## src/rtl/nibble_serial_adder.sv

```systemverilog
// -----------------------------------------------------------------------------
// nibble_serial_adder
//
// Sequencing stage wrapped around the external, purely combinational 4-bit
// ripple adder (addr4). A wide operand pair is accepted over a valid/ready
// handshake. The pair is then fed to addr4 one nibble per cycle, starting with
// the least significant nibble. addr4's carry-out is registered and becomes the
// carry-in of the next nibble. When every nibble has been summed, the
// full-width sum and the final carry are presented downstream over a second
// valid/ready handshake.
//
// Timing with out_ready held high: one IDLE cycle, NIBBLES RUN cycles and one
// DONE cycle, so one operation completes every NIBBLES+2 cycles. A new pair is
// accepted only in IDLE, so operations never overlap.
//
// Parameters
//   NIBBLES   number of 4-bit digits per operand (1..16); W = 4*NIBBLES
//
// Ports
//   clk        in   1  rising-edge clock
//   rst        in   1  synchronous active-high reset
//   in_valid   in   1  upstream offers an operand pair
//   in_ready   out  1  block can accept an operand pair (IDLE only)
//   in_a       in   W  operand A
//   in_b       in   W  operand B
//   in_cin     in   1  initial carry-in
//   add_a      out  4  nibble of A presented to addr4
//   add_b      out  4  nibble of B presented to addr4
//   add_cin    out  1  carry presented to addr4
//   add_s      in   4  addr4 sum nibble
//   add_cout   in   1  addr4 carry-out
//   out_valid  out  1  result available (DONE only)
//   out_ready  in   1  downstream accepts the result
//   out_sum    out  W  {nibble N-1 .. nibble 0} of the sum
//   out_cout   out  1  final carry-out
// -----------------------------------------------------------------------------
module nibble_serial_adder #(
  parameter int NIBBLES = 4
) (
  input  logic                   clk,
  input  logic                   rst,
  input  logic                   in_valid,
  output logic                   in_ready,
  input  logic [4*NIBBLES-1:0]   in_a,
  input  logic [4*NIBBLES-1:0]   in_b,
  input  logic                   in_cin,
  output logic [3:0]             add_a,
  output logic [3:0]             add_b,
  output logic                   add_cin,
  input  logic [3:0]             add_s,
  input  logic                   add_cout,
  output logic                   out_valid,
  input  logic                   out_ready,
  output logic [4*NIBBLES-1:0]   out_sum,
  output logic                   out_cout
);

  localparam int W     = 4 * NIBBLES;
  // A single-nibble build still needs a 1-bit index to keep widths legal.
  localparam int IDX_W = (NIBBLES > 1) ? $clog2(NIBBLES) : 1;

  typedef enum logic [1:0] {
    IDLE = 2'd0,
    RUN  = 2'd1,
    DONE = 2'd2
  } state_t;

  state_t           state;
  state_t           state_next;

  logic [W-1:0]     a_reg;
  logic [W-1:0]     b_reg;
  logic [W-1:0]     sum_reg;
  logic             carry_reg;
  logic [IDX_W-1:0] idx;

  // The result is kept in its own registers so that out_sum/out_cout hold the
  // last finished result while the next operation is being worked on.
  logic [W-1:0]     res_sum;
  logic             res_cout;

  logic [3:0]       a_nib;
  logic [3:0]       b_nib;
  logic [W-1:0]     sum_merged;
  logic             last_nibble;
  logic             accept;

  assign accept      = (state == IDLE) && in_valid;
  assign last_nibble = (idx == IDX_W'(NIBBLES - 1));

  // Nibble selection and sum merge. This is written as a compare-and-select
  // loop rather than a variable part-select, so that no out-of-range slice
  // can ever be formed, even when NIBBLES is 1. sum_merged is sum_reg with
  // the current nibble replaced by addr4's result. It is only registered in
  // RUN, so an X on add_s in any other state is never captured.
  always_comb begin
    a_nib      = 4'h0;
    b_nib      = 4'h0;
    sum_merged = sum_reg;
    for (int i = 0; i < NIBBLES; i++) begin
      if (idx == IDX_W'(i)) begin
        a_nib              = a_reg[4*i +: 4];
        b_nib              = b_reg[4*i +: 4];
        sum_merged[4*i +: 4] = add_s;
      end
    end
  end

  // State register
  always_ff @(posedge clk) begin
    if (rst) begin
      state <= IDLE;
    end else begin
      state <= state_next;
    end
  end

  // Next-state logic
  always_comb begin
    state_next = state;
    case (state)
      IDLE: begin
        if (in_valid) begin
          state_next = RUN;
        end
      end
      RUN: begin
        if (last_nibble) begin
          state_next = DONE;
        end
      end
      DONE: begin
        if (out_ready) begin
          state_next = IDLE;
        end
      end
      default: begin
        state_next = IDLE;
      end
    endcase
  end

  // Datapath registers. The operands are captured only at the accept edge.
  // During RUN, each edge stores one sum nibble and moves addr4's carry-out
  // into carry_reg for the next nibble. On the final nibble, the complete
  // result is copied into the output registers at the same edge that enters
  // DONE.
  always_ff @(posedge clk) begin
    if (rst) begin
      a_reg     <= '0;
      b_reg     <= '0;
      sum_reg   <= '0;
      carry_reg <= 1'b0;
      idx       <= '0;
      res_sum   <= '0;
      res_cout  <= 1'b0;
    end else begin
      case (state)
        IDLE: begin
          if (accept) begin
            a_reg     <= in_a;
            b_reg     <= in_b;
            carry_reg <= in_cin;
            idx       <= '0;
            sum_reg   <= '0;
          end
        end
        RUN: begin
          sum_reg   <= sum_merged;
          carry_reg <= add_cout;
          if (last_nibble) begin
            res_sum  <= sum_merged;
            res_cout <= add_cout;
          end else begin
            idx <= idx + IDX_W'(1);
          end
        end
        default: begin
        end
      endcase
    end
  end

  // Handshake and addr4 drive outputs. addr4 sees zeros outside RUN.
  always_comb begin
    in_ready  = (state == IDLE);
    out_valid = (state == DONE);
    add_a     = 4'h0;
    add_b     = 4'h0;
    add_cin   = 1'b0;
    if (state == RUN) begin
      add_a   = a_nib;
      add_b   = b_nib;
      add_cin = carry_reg;
    end
  end

  assign out_sum  = res_sum;
  assign out_cout = res_cout;

endmodule

```

## config.mk

```make
export PLATFORM = sky130hd
export DESIGN_NAME = nibble_serial_adder
export DESIGN_NICKNAME = d
export VERILOG_FILES = /design/src/rtl/nibble_serial_adder.sv
export SDC_FILE = /design/constraint.sdc
export NUM_CORES = 1
export LEC_CHECK = 0
export CAP_MARGIN = 25
export CORE_MARGIN = 2
export CORE_UTILIZATION = 40
export DETAILED_ROUTE_END_ITERATION = 8
export DONT_BUFFER_PORTS = 1
export GPL_ROUTABILITY_DRIVEN = 0
export PLACE_DENSITY = 0.61
export SYNTH_ARGS = -nofsm -noshare
export SYNTH_HDL_FRONTEND = slang
export SYNTH_SLANG_ARGS = --single-unit
```

## constraint.sdc

```tcl
create_clock -name clk -period 2.2 [get_ports clk]
set_input_delay 0.22 -clock clk [delete_from_list [all_inputs] [get_ports clk]]
set_output_delay 0.22 -clock clk [all_outputs]
set_load 0.1 [all_outputs]
```

# Yosys cells after proc, flatten, opt, wreduce, memory -nomap -nowiden
# Index checks and enable logic that the tools add are counted.
classes:
  addsub: 1
  n_eq_ne: 10
  n_mux: 26
  n_reduce_logical: 9
op_table:
  columns: ["op", "n"]
  rows:
  - ["$mux 4", 14]
  - ["$pmux 16 s2", 1]
  - ["$mux 16", 1]
  - ["$mux 2", 5]
  - ["$eq 2x2->1 const B", 3]
  - ["$ne 2x2->1 const B", 3]
  - ["$pmux 2 s3", 1]
  - ["$reduce_and 2->1", 3]
  - ["$reduce_and 3->1", 2]
  - ["$eq 2x1->1 const B", 2]
  - ["$logic_not 2->1", 2]
  - ["$ne 2x1->1 const B", 2]
  - ["$pmux 2 s2", 1]
  - ["$add 2x1->2 const B", 1]
  - ["$mux 1", 2]
  - ["$pmux 1 s2", 1]
  - ["$reduce_bool 2->1", 1]
  - ["$logic_and 1x1->1", 1]
word_totals:
  register_bits: 70
  inputBits: 42
  out_inout_bits: 28

# Logic depth before layout (Yosys ltp)
# Gate-level depths: netlist of run 1.
logic_depth:
  word_depth: 6
  ltp_mapped: 6

# Least setup slack after synthesis of run 1
# No wires, ideal clock.
synth_path:
  kind: "register -> register"
  from: "register state[1]"
  to: "register state[1]"
  arrival_time_ns: 2.204
  t_required_ns: 2.129
  slack_ns: -0.076
  path_stages_with_launch: 5
  path_cell_list: "dfxtp_1 -> buf_2 -> nor2b_1 -> nand2b_1 -> a21oi_1"
synth_via:
  elab_chain_len: 3
  word_cells_on_any_way: 8
synth_lines:
  columns: ["element", "line", "source"]
  rows:
  - ["start, declared", "68", "state_t state;"]
  - ["start signal, assigned", "114", "state <= state_next;"]
  - ["$eq 2x2->1 (*)", null, null]
  - ["named net out_valid", "52", "output logic out_valid,"]
  - ["$ne 2x1->1 (no source line)", null, null]
  - ["$reduce_and 3->1 (no source line)", null, null]
# Mark *: on every way through the listed nets, which the timed path passes. The rest lies on a longest branch.
# A chain may end at the register's enable or synchronous reset.

# Worst setup path in the final report of run 1
layout_path:
  from: "register idx[0]"
  to: "output port add_a[3]"
layout_via:
  elab_chain_len: 6
  word_cells_on_any_way: 9
layout_lines:
  columns: ["element", "line", "source"]
  rows:
  - ["start, declared", "75", "logic [IDX_W-1:0] idx;"]
  - ["start signal, assigned", "175", "idx <= idx + IDX_W'(1);"]
  - ["$logic_not 2->1", "101", "if (idx == IDX_W'(i)) begin"]
  - ["$mux 4 (3 in a row)", "101", null]
  - ["$mux 4 (*)", "101", null]
  - ["$mux 4 (*)", "191", "if (state == RUN) begin"]
  - ["end, declared", "47", "output logic [3:0] add_a,"]
# Every way passes the cells marked *; elsewhere a longest branch is shown, timed or not.

==> results of run 1 <==
## repair_timing
action | CTS | global route
endpoints found under the setup margin | 0 | 8
endpoints found under the hold margin | 55 | 0
hold buffers | 6 | 0
resized for setup | 0 | 8
## worst reg2reg max path: stages, from the launching register on
cell      delay, ns
dfxtp_2        0.35
ha_1           0.26
and3b_1        0.45
buf_4          0.37
nor2_1         0.09
a211oi_1       0.21
## power groups by stage
| stage | clock network, µW | logic (µW) | registers [µW] |
|---|---|---|---|
| 2_1_floorplan | 0 | 267 | 1290 |
| 3_3_place_gp | 0 | 324 | 1300 |
| 3_5_place_dp | 0 | 327 | 1300 |
| 4_1_cts | 1140 | 356 | 1270 |
| 5_1_grt | 1200 | 387 | 1280 |
| 6_report | 1120 | 355 | 1270 |
## metrics by stage
stage               hold WS (ns)  instances
finish                   0.00682        463
CTS                   0.00000905        463
floorplan                  0.353        331
detailed placement         0.296        441
global route             0.00364        463
global placement           0.294        441
## synth_stat cells, types with 4 or more instances
cell,count
nand2_1,84
dfxtp_1,66
a21oi_1,50
nor2_1,16
a211oi_1,12
a22o_1,12
mux2i_1,12
clkbuf_1,9
nand2b_1,9
a32o_1,8
o21ai_0,8
buf_2,7
buf_4,6
a21oi_2,4
ha_1,4
inv_1,4
## cells by family (layout without fill, tap and decap cells)
logic type | count (synthesis) | count (layout) | synth area share, %
adders and majority gates | 4 | 4 | 1.76
buffers and inverters | 29 | 65 | 5.45
AOI/OAI and AO/OA | 95 | 95 | 21.5
and+or+nand+nor | 122 | 122 | 19.5
DFF | 66 | 66 | 46.4
muxes | 15 | 15 | 5.40
## cell type report
type	count	area (µm²)
multi-input cells	236	1380
fillers	670	3300
repair buffers	45	467
clock inverters	5	77.6
clock buffers	11	141
well taps	96	120
inverters	4	15.0
flip-flops and latches	66	1320
## routing by layer
| metal | share of wire, % | vias up | routed length (µm) |
|---|---|---|---|
| met1 | 47 | 1075 | 3080 |
| met2 | 45 | 52 | 2940 |
| met3 | 5.6 | 12 | 362 |
| met4 | 1.8 | 0 | 114 |
| met5 | 0 | - | 0 |
| li1 | - | 1202 | - |
## final timing paths
path | start | to | slack [ns] | cells past startpoint
max | idx[0] | add_a[3] | 0.13 | 7
min reg2reg | b_reg[9] | b_reg[9] | 0.45 | 2
max reg2reg | idx[0] | out_sum[5] | 0.38 | 5
min | in_a[10] | a_reg[10] | 0.007 | 2
==> flow_summary.yaml, run 1 <==
power:
  clkPwrFrac_pct: 40.7
  leakage_uw: 0.00132
  max-vdd-ir-drop_mv: 0.301
  power.share.sequential_pct: 46.3
  switching_share_pct: 25.4
  combPwrFrac_pct: 12.9
  intPower_uw: 2050
  power_density_mw_per_mm2: 778
  power_uw: 2740
  p_switching_uw: 698
synthesis:
  yosys-top-cells-area: "dfxtp_1 (46%), nand2_1 (11%), a21oi_1 (8.8%), mux2i_1 (4.2%), a22o_1 (3.7%)"
  synth_edf_count: 0
  syn-cell-area_mm2: 0.00285
  syn_nets: 377
  synthCells: 331
  synthArstFlopShare_pct: 0
  yosys.area.top_type: "dfxtp_1"
  synth.avg_cell_area_um2: 8.60
  synth-warning-count: 0
  ys_seq_area_share_pct: 46.4
  yosys_most_used_dff: "dfxtp_1"
  ys_seq_elements: 66
  synth_top_area_share_pct: 46.4
  ys_types: 28
detailed_routing:
  detail_route.iter0.violations: 127
  via_count: 2341
  drcViolationCount: 0
  wl_per_cell_um: 14.0
  dr.pass1.iters: 4
  antenna_left: 0
  vias_per_cell: 5.06
  wl_mm: 6.50
grt:
  antenna_found_initial: 0
  grt_usage_pct: 17.5
  grt_start_max_net_pins: 54
  grt.met2_usage_pct: 26.0
  grt_busiest_layer: "met2"
  gr-total-overflow: 0
  grt_pass1_wl_mm: 10.6
  grt_util_met3_pct: 5.32
  met1_usage_pct: 23.2
  grt_pass1_vias: 2196
timing:
  skew_ns: 0.00881
  worst_pin_slew_ns: 0.490
  hold_viol: 0
  tns_ns: 0
  slew_headroom_pct: 67.3
  fmax_mhz: 483
  post-route-period-util_pct: 94.0
  setup_viol: 0
  rsz0062_at_grt: "false"
  final_max_slew_viol_count: 0
  setup_slack_ns: 0.131
  fin_crit_ns: 2.07
setup_path:
  crit_chain: "inv_1 -> ha_1 -> buf_4 -> a21oi_1 -> o21ai_0 -> a32o_1 -> buf_12"
  crit_slowest_cell: "dfxtp_2"
  end_kind: "output port"
  crit_type: "reg2out"
  path_max_fanout: 14
  crit_buf_inv: 3
  crit_arrival_ns: 1.85
  path_delay_family: "compound AO/OA/AOI/OAI gates"
  startpoint_type: "flip-flop"
  critical_path_required_ns: 1.98
  max_stage_delay_ns: 0.35
floorplan:
  core_mm2: 0.00683
  die_x_um: 88.4
  die_y_um: 88.4
  start_util_pct: 41.7
  rows: 30
  dieArea_mm2: 0.00781
  ioPinCount: 70
place:
  hpwl_mm: 4.29
  place_area_mm2: 0.00323
  dp_slack_ns: 0.350
  port_buffers: 0
clock_tree:
  cts.htree.levels: 3
  clock_latency_ns: 0.34
  clkSinkCount: 66
  cts_buffer_depth: 2
  root_buffer: "clkbuf_8"
  cts_buffers: 9
  post-cts-setup-buffer-count: 0
  cts_tree: "yes"
  cts.clk_slew.worst_paths_ns: 0.08
finish:
  final_common_cell: "nand2_1"
  final_core_util_pct: 51.6
  drive_above_1_share_pct: 20.2
  area_growth_pct: 23.9
  fin_area_mm2: 0.00353
  antenna_cells: 0
  final_cell_mix: "nand2_1 (84), dfxtp_1 (64), a21oi_1 (50)"
  final_nets: 408
run:
  drv_cap: 0
run_status:
  outcome: "completed"
min_path:
  hold_path.class: "in2reg"
Note: power is estimated with default switching activity, not from simulation.
==> inputs of run 2 (changes only) <==
--- a/config.mk
+++ b/config.mk
@@ -5,9 +5,9 @@
 export SDC_FILE = /design/constraint.sdc
 export NUM_CORES = 1
 export LEC_CHECK = 0
-export CAP_MARGIN = 25
 export CORE_MARGIN = 2
 export CORE_UTILIZATION = 40
+export CTS_CLUSTER_DIAMETER = 60
 export DETAILED_ROUTE_END_ITERATION = 8
 export DONT_BUFFER_PORTS = 1
 export GPL_ROUTABILITY_DRIVEN = 0
==> results of run 2 <==
Final layout, timing and power as in run 1 (identical DEF).
